--- src/rtl/fetch_pkg.sv ---
// Shared constants and FSM state type for the decode-side fetch queue.
package fetch_pkg;
  localparam int unsigned AW_DEF = 10;
  localparam int unsigned IW_DEF = 32;
  localparam logic [31:0] NOP_INSTR = 32'h0000_0013;

  typedef enum logic {RUN, DROP} fq_state_e;
endpackage

--- src/rtl/fetchq_fifo.sv ---
// Circular buffer of instruction/address pairs with push, pop and a flush
// that empties it and rewinds both pointers.
module fetchq_fifo #(
  parameter int unsigned DEPTH = 4,
  parameter int unsigned AW    = 10,
  parameter int unsigned IW    = 32
) (
  input  logic                     clk,
  input  logic                     i_rst,
  input  logic                     i_push,
  input  logic                     i_pop,
  input  logic                     i_flush,
  input  logic [IW-1:0]            i_wr_instr,
  input  logic [AW-1:0]            i_wr_addr,
  output logic [$clog2(DEPTH):0]   o_count,
  output logic [IW-1:0]            o_rd_instr,
  output logic [AW-1:0]            o_rd_addr
);
  localparam int unsigned PW = $clog2(DEPTH);

  logic [IW-1:0]  r_mem_instr [DEPTH];
  logic [AW-1:0]  r_mem_addr  [DEPTH];
  logic [PW-1:0]  r_wr_ptr;
  logic [PW-1:0]  r_rd_ptr;
  logic [PW:0]    r_count;

  // DEPTH is a power of two, so pointers wrap by natural overflow.
  always_ff @(posedge clk) begin
    if (i_rst || i_flush) begin
      r_wr_ptr <= '0;
      r_rd_ptr <= '0;
      r_count  <= '0;
    end else begin
      if (i_push) r_wr_ptr <= r_wr_ptr + 1'b1;
      if (i_pop)  r_rd_ptr <= r_rd_ptr + 1'b1;
      if (i_push && !i_pop)      r_count <= r_count + 1'b1;
      else if (i_pop && !i_push) r_count <= r_count - 1'b1;
    end
  end

  always_ff @(posedge clk) begin
    if (i_push) begin
      r_mem_instr[r_wr_ptr] <= i_wr_instr;
      r_mem_addr[r_wr_ptr]  <= i_wr_addr;
    end
  end

  assign o_count    = r_count;
  assign o_rd_instr = r_mem_instr[r_rd_ptr];
  assign o_rd_addr  = r_mem_addr[r_rd_ptr];
endmodule

--- src/rtl/fetch_queue.sv ---
// Decode-side fetch receiver: FIFO, decode handshake and redirect FSM.
// Define FETCHQ_SEQ_CHECK_EN to add the sticky seq_err address-sequence flag.
module fetch_queue
  import fetch_pkg::*;
#(
  parameter int unsigned DEPTH       = 4,
  parameter int unsigned AW          = AW_DEF,
  parameter int unsigned IW          = IW_DEF,
  parameter int unsigned DROP_CYCLES = 1
) (
  input  logic                   clk,
  input  logic                   Reset,
  input  logic                   f_valid,
  input  logic [IW-1:0]          f_instr,
  input  logic [AW-1:0]          f_addr,
  output logic                   f_stall,
  output logic                   d_valid,
  output logic [IW-1:0]          d_instr,
  output logic [AW-1:0]          d_addr,
  input  logic                   d_ready,
  input  logic                   redirect_req,
  input  logic [AW-1:0]          redirect_target,
  output logic                   Branch,
  output logic [AW-1:0]          TargetAddress,
  output logic [$clog2(DEPTH):0] count
`ifdef FETCHQ_SEQ_CHECK_EN
  ,
  output logic                   seq_err
`endif
);
  localparam int unsigned CW = $clog2(DEPTH) + 1;
  localparam int unsigned DW = (DROP_CYCLES < 1) ? 1 : $clog2(DROP_CYCLES + 1);

  fq_state_e     r_state, w_state_nxt;
  logic [DW-1:0] r_drop_cnt, w_drop_nxt;
  logic          r_branch;
  logic [AW-1:0] r_target;
  logic          w_run, w_push, w_pop, w_empty;
  logic [IW-1:0] w_head_instr;
  logic [AW-1:0] w_head_addr;

  assign w_run   = (r_state == RUN);
  assign w_empty = (count == '0);
  assign f_stall = (count == CW'(DEPTH));
  assign d_valid = !w_empty && w_run;
  assign w_push  = f_valid && !f_stall && w_run && !redirect_req;
  assign w_pop   = d_valid && d_ready && !redirect_req;
  assign d_instr = w_empty ? IW'(NOP_INSTR) : w_head_instr;
  assign d_addr  = w_empty ? '0 : w_head_addr;
  assign Branch        = r_branch;
  assign TargetAddress = r_target;

  fetchq_fifo #(
    .DEPTH (DEPTH),
    .AW    (AW),
    .IW    (IW)
  ) u_fifo (
    .clk        (clk),
    .i_rst      (Reset),
    .i_push     (w_push),
    .i_pop      (w_pop),
    .i_flush    (redirect_req),
    .i_wr_instr (f_instr),
    .i_wr_addr  (f_addr),
    .o_count    (count),
    .o_rd_instr (w_head_instr),
    .o_rd_addr  (w_head_addr)
  );

  always_comb begin
    w_state_nxt = r_state;
    w_drop_nxt  = r_drop_cnt;
    if (redirect_req) begin
      w_drop_nxt  = DW'(DROP_CYCLES);
      w_state_nxt = (DROP_CYCLES == 0) ? RUN : DROP;
    end else if (r_state == DROP) begin
      if (r_drop_cnt <= DW'(1)) begin
        w_drop_nxt  = '0;
        w_state_nxt = RUN;
      end else begin
        w_drop_nxt = r_drop_cnt - 1'b1;
      end
    end
  end

  always_ff @(posedge clk) begin
    if (Reset) begin
      r_state    <= RUN;
      r_drop_cnt <= '0;
      r_branch   <= 1'b0;
      r_target   <= '0;
    end else begin
      r_state    <= w_state_nxt;
      r_drop_cnt <= w_drop_nxt;
      r_branch   <= redirect_req;
      if (redirect_req) r_target <= redirect_target;
    end
  end

`ifdef FETCHQ_SEQ_CHECK_EN
  logic          r_seq_err;
  logic          r_chk_en;
  logic [AW-1:0] r_exp_addr;

  // r_chk_en is clear only for the first push after reset; a redirect arms
  // the check with its target as the expected address.
  always_ff @(posedge clk) begin
    if (Reset) begin
      r_seq_err  <= 1'b0;
      r_chk_en   <= 1'b0;
      r_exp_addr <= '0;
    end else if (redirect_req) begin
      r_chk_en   <= 1'b1;
      r_exp_addr <= redirect_target;
    end else if (w_push) begin
      if (r_chk_en && (f_addr != r_exp_addr)) r_seq_err <= 1'b1;
      r_chk_en   <= 1'b1;
      r_exp_addr <= f_addr + 1'b1;
    end
  end

  assign seq_err = r_seq_err;
`endif
endmodule

--- config.mk ---
export PLATFORM = sky130hd
export DESIGN_NAME = fetch_queue
export DESIGN_NICKNAME = d
export VERILOG_FILES = /design/src/rtl/fetch_pkg.sv /design/src/rtl/fetchq_fifo.sv /design/src/rtl/fetch_queue.sv
export SDC_FILE = /design/constraint.sdc
export NUM_CORES = 1
export LEC_CHECK = 0
export BUFFER_PORTS_ARGS = -buffer_cell sky130_fd_sc_hd__buf_2
export CELL_PAD_IN_SITES_DETAIL_PLACEMENT = 1
export CELL_PAD_IN_SITES_GLOBAL_PLACEMENT = 1
export CORE_MARGIN = 2
export CORE_UTILIZATION = 44
export DETAILED_ROUTE_END_ITERATION = 7
export PLACE_DENSITY_LB_ADDON = 0.15
export SYNTH_ARGS = -nofsm -noshare
export SYNTH_HDL_FRONTEND = slang
export SYNTH_SLANG_ARGS = --single-unit
--- constraint.sdc ---
create_clock -name clk -period 2.25 [get_ports clk]
set_input_delay 0.225 -clock clk [delete_from_list [all_inputs] [get_ports clk]]
set_output_delay 0.225 -clock clk [all_outputs]
set_load 0.1 [all_outputs]
Yosys cells after proc, flatten, opt, wreduce, memory -nomap -nowiden
Memory sizes are Yosys's and may differ from the RTL's. A register that Yosys moved wholly into a read port is not among the register bits.
Index checks and enable logic that the tools add are counted.
W data, S select, Z words.

storage, ports and cells
  flip-flop bits (word level) = 20
  memories = 2
  output and inout port bits = 58
  memory bits (writable) = 168
  bits of input ports = 57

memories
  name                words  width  rd ports  clocked after Yosys merged registers in  write ports  line               RTL
  u_fifo.r_mem_instr  4      32     1         1                                        1            fetchq_fifo.sv:21  logic [IW-1:0] r_mem_instr [DEPTH];
  u_fifo.r_mem_addr   4      10     1         1                                        1            fetchq_fifo.sv:22  logic [AW-1:0] r_mem_addr [DEPTH];

cells by class
  $add $sub $neg = 5
  bitwise gates (word level) = 1
  mux-type cells = 16
  equality and inequality tests = 1
  order comparisons = 1
  reduce and logical (&&, ||, !) cells = 17

operator list
  kind                   count
  $mux W32               1
  $mux W10               1
  $logic_and A1 B1 Y1    8
  $mux W1                8
  $mux W2                4
  $mux W3                2
  $logic_not A1 Y1       5
  $add A2 B1 Y2 const B  2
  $reduce_bool A2 Y1     2
  $add A3 B1 Y3 const B  1
  $eq A3 B3 Y1 const B   1
  $logic_not A3 Y1       1
  $sub A3 B1 Y3 const B  1
  $le A1 B1 Y1 const B   1
  $logic_or A1 B1 Y1     1
  $not A1 Y1             1
  $sub A1 B1 Y1 const B  1

Longest topological paths before layout
  depth after elaboration = 9
  mapped depth = 10
  gate-level depth less buffers = 9

By module
Synthesis repeated with hierarchy kept, for this count alone.

unflattened totals
  cells, all modules = 349
  area, all modules = 7,250.7 µm²

by module, submodules not included
  module       area each (µm²)  cells each  instances  sequential area each (µm²)
  fetchq_fifo  6,536.3          263         1          5,225.0
  fetch_queue  714.4            86          1          220.2

Least setup slack after synthesis
No wires, ideal clock.

  path kind = register to register
  from = register u_fifo.r_count[0], in the netlist u_fifo.o_count[0]
  to = register u_fifo.r_count[2], in the netlist u_fifo.o_count[2]
  arrival time = 3.248 ns
  stages on the path, launching flop included = 11
  setup slack = -1.068 ns
  path through = dfxtp_1 or3b_1 clkbuf_1 inv_1 nor2_1 ha_1 inv_1 fa_1 xor2_1 or3_1 a21oi_1

on the way
  longest elaborated chain between the ends = 8

ends and longest elaborated chain
  element                                line               RTL
  start: declaration                     fetchq_fifo.sv:25  logic [PW:0] r_count;
  start signal: assignment               fetchq_fifo.sv:36  if (i_push && !i_pop) r_count <= r_count + 1'b1;
  start signal: assignment               fetchq_fifo.sv:37  else if (i_pop && !i_push) r_count <= r_count - 1'b1;
  $eq A3 B3 Y1 (*)                       fetch_queue.sv:44  assign f_stall = (count == CW'(DEPTH));
  net f_stall                            fetch_queue.sv:16  output logic f_stall,
  $logic_not A1 Y1 (*)                   fetch_queue.sv:46  assign w_push = f_valid && !f_stall && w_run && !redirect_req;
  $logic_and A1 B1 Y1 (*) (3 in series)  fetch_queue.sv:46
  net u_fifo.i_push                      fetchq_fifo.sv:10  input logic i_push,
  $logic_not A1 Y1                       fetchq_fifo.sv:37
  $logic_and A1 B1 Y1                    fetchq_fifo.sv:37
  $reduce_bool A2 Y1 (no line)           --

Mark *: on every way through the listed nets, which the timed path passes. The rest lies on a longest branch. The select of a mux whose other input is x is not followed.
A chain may end at the register's enable or synchronous reset.

==> flow_summary.ini <==
[final_layout]
area_delta_synth_final_pct = 35.50
diodes = 0
num-fill-cells = 1426
seqCellArea_um2 = 5461
layout.nets = 592
drive_gt1_share_pct = 44.65
multiInputGateArea_um2 = 1749

[power]
leakage_uw = 0.003516
power_density_nw_per_um2 = 787.2
peakVddDrop_uv = 491.2

[detailed_routing]
routedWlPerCell_um = 21.03
drc_errors = 0
antenna_left = 0
num_vias = 3901
dr.first_iter.drc_count = 206
drtPass1Iterations = 4
drt-vias-per-instance = 5.119
drt_wl_total_um = 16030

[placement]
globalplace.congestion = 0.7656
dpl.hpwl_um = 9664
dp_slack_ps = -65.32
port_buffers = 114

[setup_path]
slowest_delay_ps = 480
worstPathArrival_ps = 1980
slowest_stage = mux4_2
crit_chain = buf_12 > buf_12 > mux4_2 > or2_1 > buf_6
cp-start-kind = flip-flop
cp-end-kind = output pin
path_class = reg2out
crit_fanout = 6
cp_common_cell = buf_12
critical_path_required_ps = 2030

[yosys]
synth.cell_area_um2 = 7311
synth_mux_area_share_pct = 15.57
synth_top_family_by_area = multiplexers
ys_seq_elements = 188
synthAdderAreaFrac_pct = 1.130
yosys.area_share.simple_pct = 6.076
synth_ff_type = edfxtp_1
synth_xor_xnor_area_share_pct = 0.2396
syn_area_per_cell_um2 = 20.42
async_flop_share_pct = 0
postSynthCellCount = 358
synth-seq-area-share_pct = 74.48
synth_compound_area_share_pct = 0.4107
ys_warn_count = 0
synth_edf_count = 168
synthDistinctLibCells = 29
syn_nets = 421

[min_path]
hp-class = in2reg

[sta]
final_max_slew_viol_count = 0
hold_viol = 0
max_freq_mhz = 453.4
setup_viol_count_final = 0
skew_ps = 6.755
slew_headroom_pct = 65.70
setup_tns_ps = 0
timing.final.crit_share_pct = 98.02
setup_ws_ps = 44.53
post-route-min-period_ps = 2205
tightest_slew_ps = 518.1
grt_setup_unrepaired = yes
timing.hold.ws_ps = 13.97

[global_routing]
track_usage_pct = 18.86
grt_pass1_wl_um = 24540
antenna_found_initial = 0
grt_max_degree = 41
gr-total-overflow = 0
grt_pass1_vias = 4300

[clock_tree]
cts.clk_slew.worst_paths_ps = 70
numCtsBuffers = 17
cts_htree_levels = 4
worst_skew_pair.late_latency_ps = 430
root_buffer = clkbuf_16
clk_path_buf_depth = 2
cts_tree = built
cts.sinks = 188

[run_status]
status = finished clean

[die]
fp.coreArea_um2 = 16410
num_rows = 47
start_util_pct = 44.56
io_pins = 115
die_x_um = 132.9
die-area_um2 = 17660
die_h_um = 132.9

[job]
drv_cap = 0
[layout make-up]
class                      count  share of cell area (%)
multi-input combinational    148                   17.66
clock inverter                12                   1.175
timing repair buffer         170                   18.55
tap                          220                   2.779
sequential                   188                   55.13
inverter                       4                  0.1895
clock buffer                  20                   4.509
[layout by cell type, fill, tap and decap left out, types with 3 or more instances in the layout]
cell type,netlist,layout
nand3_1,3,3
mux4_2,28,34
buf_2,5,72
dfxtp_1,20,15
and3_2,0,4
ha_1,5,4
and2_4,0,14
clkinv_4,0,3
buf_12,3,49
clkinvlp_4,0,6
mux2i_1,14,14
dfxtp_4,0,4
clkbuf_16,0,20
dlygate4sd3_1,0,26
edfxtp_1,168,168
mux4_1,14,8
o21ai_0,3,3
or3_1,4,4
nor2_1,16,14
buf_4,0,17
buf_6,2,3
and2_1,39,25
[sequential cells by signal (all words and copies together), names as in the netlist, named ones only]
name / cells
u_fifo.o_count: 3
TargetAddress: 10
u_fifo.r_mem_instr: 128
u_fifo.r_rd_ptr: 2
r_state: 1
u_fifo.r_wr_ptr: 2
u_fifo.r_mem_addr: 40
[per-stage QoR]
step	util [%]	instance area, µm²	power [µW]	std cells
after global placement	54.18	8890	4931	696
after detailed placement	54.18	8890	4957	696
after global routing	60.38	9906	8025	762
after floorplan	-	7348	4577	358
after CTS	59.50	9762	7851	757
final	60.38	9906	7798	762
[layer usage]
layer	wire [µm]	up-vias	global-route usage, %
li1	-	1765	-
met1	6776	2024	23.65
met2	8265	92	32.07
met3	745	20	4.904
met4	239	0	6.392
met5	0	-	0
[critical path, delay by kind of cell (launching register included)]
| family | cells | cell delay, ps |
|---|---|---|
| mux | 1 | 480 |
| buf+inv | 3 | 470 |
| flops | 1 | 360 |
| simple gates | 1 | 240 |
[path summary, 6_finish.rpt]
check | start | to | slack (ps) | cells past startpoint
setup / recovery | flip-flop | d_instr[4] | 40 | 5
hold / removal | f_instr[30] | u_fifo.r_mem_instr[3][30] | 10 | 1
setup reg to reg | u_fifo.o_count[2] | u_fifo.o_count[2] | 60 | 8
hold reg to reg | TargetAddress[6] | TargetAddress[6] | 510 | 2
[cells in the mapped netlist (2+ instances only)]
cell | instances | share of area (%)
buf_2 | 5 | 0.34
clkbuf_1 | 8 | 0.41
edfxtp_1 | 168 | 69
mux2i_1 | 14 | 1.9
o21ai_0 | 3 | 0.21
mux4_1 | 14 | 5.0
and2_1 | 39 | 3.3
buf_12 | 3 | 0.82
a21oi_1 | 3 | 0.21
mux4_2 | 28 | 8.6
dfxtp_1 | 20 | 5.5
xor2_1 | 2 | 0.24
or2_2 | 3 | 0.26
nand2_1 | 2 | 0.10
nand3_1 | 3 | 0.21
nor2_1 | 16 | 0.82
ha_1 | 5 | 0.86
buf_6 | 2 | 0.31
or3_1 | 4 | 0.34
and3_1 | 4 | 0.34
inv_1 | 4 | 0.21
[power by group]
part / switching [µW] / internal (µW) / total (µW)
Combinational: 701 / 373 / 1070
Clock: 1290 / 1560 / 2850
Sequential: 20.1 / 3850 / 3870
[logic make-up (layout without fill, tap and decap cells)]
logic type	after synthesis	in the layout
xor gates and xnor gates	2	2
adders and majority gates	6	6
buffers and inverters	22	206
muxes	56	56
and+or+nand+nor	78	78
DFF	188	188
AOI/OAI and AO/OA	6	6
[timing repair]
item	CTS	global route
setup endpoints to repair	35	18
gates cloned	0	3
hold buffers	26	0
endpoints found under the hold margin	98	0
gates resized for setup	12	22
setup buffers	3	2
Note: power is estimated with default switching activity, not from simulation.
